$ cat src/rtl/addsub_arbiter.sv
// addsub_arbiter: shares one combinational adder/subtractor between two requesters.
// Round-robin arbitration on the request side, valid/ready handshakes on both the
// request and response sides. Operands are driven to the unit from registers and
// the result is captured one cycle later, then offered to the granted requester.
//
// Ports:
//   clk, rst_n                    clock, asynchronous active-low reset
//   reqX_valid/ready/m/a/b        request channel X (m: 0 add, 1 subtract)
//   rspX_valid/ready              response channel X
//   rsp_s, rsp_cout               captured result, shared by both response channels
//   au_m, au_a, au_b              registered operands to the shared unit
//   au_s, au_cout                 result from the shared unit
//   busy                          FSM not in IDLE
//   grant_id                      owner of the current or last operation
//   ops_done                      completed response handshakes, wrapping
module addsub_arbiter #(
    parameter int unsigned WIDTH = 4,
    parameter int unsigned CNT_W = 8
) (
    input  logic             clk,
    input  logic             rst_n,
    input  logic             req0_valid,
    output logic             req0_ready,
    input  logic             req0_m,
    input  logic [WIDTH-1:0] req0_a,
    input  logic [WIDTH-1:0] req0_b,
    input  logic             req1_valid,
    output logic             req1_ready,
    input  logic             req1_m,
    input  logic [WIDTH-1:0] req1_a,
    input  logic [WIDTH-1:0] req1_b,
    output logic             rsp0_valid,
    output logic             rsp1_valid,
    input  logic             rsp0_ready,
    input  logic             rsp1_ready,
    output logic [WIDTH-1:0] rsp_s,
    output logic             rsp_cout,
    output logic             au_m,
    output logic [WIDTH-1:0] au_a,
    output logic [WIDTH-1:0] au_b,
    input  logic [WIDTH-1:0] au_s,
    input  logic             au_cout,
    output logic             busy,
    output logic             grant_id,
    output logic [CNT_W-1:0] ops_done
);

    typedef enum logic [1:0] {
        ST_IDLE = 2'd0,
        ST_EXEC = 2'd1,
        ST_RESP = 2'd2
    } state_t;

    state_t state_q;
    state_t state_d;
    logic   prio_q;
    logic   winner_c;
    logic   accept_c;
    logic   rsp_hs_c;

    // State register
    always_ff @(posedge clk or negedge rst_n) begin
        if (!rst_n) begin
            state_q <= ST_IDLE;
        end else begin
            state_q <= state_d;
        end
    end

    // Next state, arbitration and handshake decode
    always_comb begin
        state_d    = state_q;
        req0_ready = 1'b0;
        req1_ready = 1'b0;
        accept_c   = 1'b0;
        rsp_hs_c   = 1'b0;
        winner_c   = prio_q;

        // A lone requester wins outright; the pointer only breaks ties
        if (req0_valid && !req1_valid) begin
            winner_c = 1'b0;
        end else if (req1_valid && !req0_valid) begin
            winner_c = 1'b1;
        end

        case (state_q)
            ST_IDLE: begin
                if (req0_valid || req1_valid) begin
                    accept_c   = 1'b1;
                    req0_ready = !winner_c && req0_valid;
                    req1_ready = winner_c && req1_valid;
                    state_d    = ST_EXEC;
                end
            end
            ST_EXEC: begin
                state_d = ST_RESP;
            end
            ST_RESP: begin
                // Only the owner's ready completes the response
                rsp_hs_c = grant_id ? rsp1_ready : rsp0_ready;
                if (rsp_hs_c) begin
                    state_d = ST_IDLE;
                end
            end
            default: begin
                state_d = ST_IDLE;
            end
        endcase
    end

    // Operand, result, ownership and status registers
    always_ff @(posedge clk or negedge rst_n) begin
        if (!rst_n) begin
            au_m       <= 1'b0;
            au_a       <= '0;
            au_b       <= '0;
            grant_id   <= 1'b0;
            prio_q     <= 1'b0;
            rsp_s      <= '0;
            rsp_cout   <= 1'b0;
            rsp0_valid <= 1'b0;
            rsp1_valid <= 1'b0;
            busy       <= 1'b0;
            ops_done   <= '0;
        end else begin
            // Operands persist until the next acceptance
            if (accept_c) begin
                au_m     <= winner_c ? req1_m : req0_m;
                au_a     <= winner_c ? req1_a : req0_a;
                au_b     <= winner_c ? req1_b : req0_b;
                grant_id <= winner_c;
            end
            if (state_q == ST_EXEC) begin
                rsp_s    <= au_s;
                rsp_cout <= au_cout;
            end
            if (rsp_hs_c) begin
                prio_q   <= ~grant_id;
                ops_done <= ops_done + CNT_W'(1);
            end
            // grant_id is stable from EXEC through RESP, so it selects the channel
            rsp0_valid <= (state_d == ST_RESP) && !grant_id;
            rsp1_valid <= (state_d == ST_RESP) && grant_id;
            busy       <= (state_d != ST_IDLE);
        end
    end

endmodule

$ cat config.mk
export PLATFORM = sky130hd
export DESIGN_NAME = addsub_arbiter
export DESIGN_NICKNAME = d
export VERILOG_FILES = /design/src/rtl/addsub_arbiter.sv
export SDC_FILE = /design/constraint.sdc
export NUM_CORES = 1
export LEC_CHECK = 0
export BUFFER_PORTS_ARGS = -buffer_cell sky130_fd_sc_hd__buf_4
export CORE_ASPECT_RATIO = 0.8
export CORE_MARGIN = 2
export CORE_UTILIZATION = 40
export DETAILED_ROUTE_END_ITERATION = 8
export PLACE_DENSITY = 0.67
export SLEW_MARGIN = 20
export SYNTH_ARGS = -nofsm -noshare
export SYNTH_HDL_FRONTEND = slang
export SYNTH_SLANG_ARGS = --single-unit
$ cat constraint.sdc
create_clock -name clk -period 2.05 [get_ports clk]
set_input_delay 0.205 -clock clk [delete_from_list [all_inputs] [get_ports clk]]
set_output_delay 0.205 -clock clk [all_outputs]
set_load 0.01 [all_outputs]
==> results.toml <==
[outcome]
status = "finished clean"

[yosys]
synth_warnings = 0
synth_area_leader_cell = "dfrtp_1"
ys_types = 27
ys_seq_area_frac = 0.531
avgSynthCellArea_um2 = 11.3
syn_area_mm2 = 0.00137
yosysTopAreaCellShare = 0.531
yosys_register_bits = 29
syn_nets = 151
synthCells = 121
synth.area.top_cells = "dfrtp_1 53%, o2111ai_1 12%, mux2_2 4.9%"

[critical_path]
criticalPathCategory = "flop to output port"
rrSetupSlack_ns = 0.63
required_ns = 1.85
worstPathMaxFanout = 12
startpoint_type = "flop"
cp_num_buf_inv = 2
rr_endpoint = "ops_done[1]"
crit_start = "prio_q"
critPathCapture = "req1_ready"
path_delay_family = "flip-flops"
end_kind = "output port"
max_stage_delay_ns = 0.55
cp_num_cells = 3
reg2reg_depth = 3
cp.arrival_ns = 1.65
timing.rr.start = "grant_id"
crit_path_cell_trace = "inv_1, a211oi_1, buf_4"
cp_slowest_cell = "dfrtp_1"

[layout]
drive_above_1_share = 0.408
nNetsFinal = 209
final_area_mm2 = 0.00191
n_antenna_cell = 0
final_core_util = 0.603
syn2layout_area_growth_pct = 40.0

[detailed_routing]
drt-total-wl_mm = 3.30
routedWlPerCell_um = 15.1
drt-initial-drc-count = 99
ant_nets = 0
vias = 1207
drt_drc_violations_left = 0
vias_per_cell = 5.51
firstDrtPassIters = 4

[sta]
worst_slack_ns = 0.196
slew_headroom = 0.665
holdWs_ns = 0.161
rsz0062_at_grt = "no"
slew_violations = 0
setup_tns_ns = 0
tightest_slew_ns = 0.500
fin_worst_skew_ns = 0.00638
final-setup-viol-count = 0
post-route-min-period_ns = 1.85
finalCritPeriodShare = 0.904
max_freq_mhz = 539
hold_violations = 0

[grt]
antenna_found_initial = 0
grt_pass1_wl_mm = 5.80
grt_max_degree = 30
grt.total_usage = 0.189
grt_pass1_vias = 1225
globalRouteOverflowTotal = 0

[clock_tree]
cts_tree = "built"
clock_latency_ns = 0.27
htreeDepth = 2
cts_buffers = 5
clockRootBuffer = "clkbuf_8"
clockBufferDepth = 2
post_cts_resized = 0
clock-sinks = 29
clkTransAtPathRegs_ns = 0.06

[floorplan]
fp.dieH_um = 56.3
num_io_pins = 57
num_rows = 18
core_mm2 = 0.00318
die_area_mm2 = 0.00391
start_util = 0.431
die_w_um = 69.4

[power_and_ir_drop]
leakagePower_nw = 0.897
p_per_area_mw_per_mm2 = 1470
max-vdd-ir-drop_mv = 0.720

[place]
dp_hpwl_mm = 2.53
place_congestion = 0.776
placed_cell_area_mm2 = 0.00182
portBuffers = 56
detailedPlace.worstSlack_ns = 0.491

[flow_run]
drv_cap = 0

[hold_path]
hp-class = "primary input to flop"
## repair_timing
action	4_1_cts	5_1_grt
buffers inserted	0	0
hold endpoints to repair	29	0
hold buffers	1	0
## cells in the mapped netlist
master and n:
ha_1 1, nor2_1 2, nand2_1 2, buf_1 1, o2111ai_1 18, a21boi_1 1
mux2_2 6, nand2b_1 2, nor3b_1 2, clkbuf_1 5, nor3_1 5, mux2i_4 1
nor2_2 1, clkinv_1 2, xor2_1 7, buf_2 1, nand3_1 12, nand4b_1 1
dfrtp_1 29, a21o_1 2, or2_2 1, a211oi_1 2, nor2b_1 1, o21ai_0 11
inv_1 3, nor4_4 1, a21oi_1 1
## layout make-up
cell class | instances | area, um2
Sequential cell | 29 | 726
Multi-Input combinational cell | 80 | 596
Timing Repair Buffer | 58 | 438
Clock buffer | 7 | 86.3
Tap cell | 40 | 50.0
Inverter | 5 | 18.8
Fill cell | 267 | 1260
## state kept, by name, indices dropped and copies added, names as in the netlist
register / flops
au_a: 4
rsp0_valid: 1
rsp_s: 4
busy: 1
au_b: 4
state_q: 2
rsp1_valid: 1
au_m: 1
grant_id: 1
ops_done: 8
rsp_cout: 1
prio_q: 1
## cells in the final DEF, fill, tap and decap left out, drive strengths merged
cell type | synthesis | routed
a21oi | 1 | 1
clkinv | 2 | 2
nor3b | 2 | 2
nor4 | 1 | 1
or2 | 1 | 1
a21boi | 1 | 1
clkbuf | 5 | 7
mux2i | 1 | 1
dlygate4sd3 | 0 | 1
dfrtp | 29 | 29
o21ai | 11 | 11
ha | 1 | 1
nand3 | 12 | 12
nand4b | 1 | 1
xor2 | 7 | 7
a21o | 2 | 2
mux2 | 6 | 6
nor2b | 1 | 1
nand2b | 2 | 2
nand2 | 2 | 2
nor3 | 5 | 5
buf | 2 | 57
a211oi | 2 | 2
o2111ai | 18 | 18
nor2 | 3 | 3
inv | 3 | 3
## per-stage QoR
| step | power (mW) | std cells |
|---|---|---|
| floorplan | 1.76 | 121 |
| global placement | 2.33 | 211 |
| detailed placement | 2.37 | 211 |
| CTS | 2.84 | 219 |
| global route | 3.04 | 219 |
| finish | 2.81 | 219 |
## worst min path at each step
stage / start / to / slack [ns] / cells past startpoint
2_1_floorplan: rst_n / au_a[0] / -0.09 / 0
6_report: au_s[1] / rsp_s[1] / 0.16 / 2
3_5_place_dp: rst_n / au_a[0] / 0.15 / 1
3_3_place_gp: rst_n / au_a[0] / 0.14 / 1
5_1_grt: au_s[1] / rsp_s[1] / 0.15 / 2
4_1_cts: au_s[0] / rsp_s[0] / 0.16 / 2
## kinds of logic (layout without fill, tap and decap cells)
logic type      after synthesis  in the layout  synth area share
compound gates               35             35             0.187
xor+xnor                      7              7            0.0448
fa+ha+maj                     1              1           0.00915
buf+inv                      12             70            0.0338
flops                        29             29             0.531
mux                           7              7            0.0659
simple gates                 30             30             0.129
## where the power goes
part | switching [mW] | internal [mW] | leakage, nW
clock network | 0.190 | 0.265 | 0.0443
logic | 0.640 | 0.638 | 0.505
registers | 0.233 | 0.845 | 0.348
## layer usage
metal	routed length [um]	global-route usage	vias to the layer above
met5	0	0	-
li1	-	-	576
met1	1480	0.254	576
met4	49	0.0728	0
met3	205	0.0664	8
met2	1560	0.282	47
Note: power is estimated with default switching activity, not from simulation.
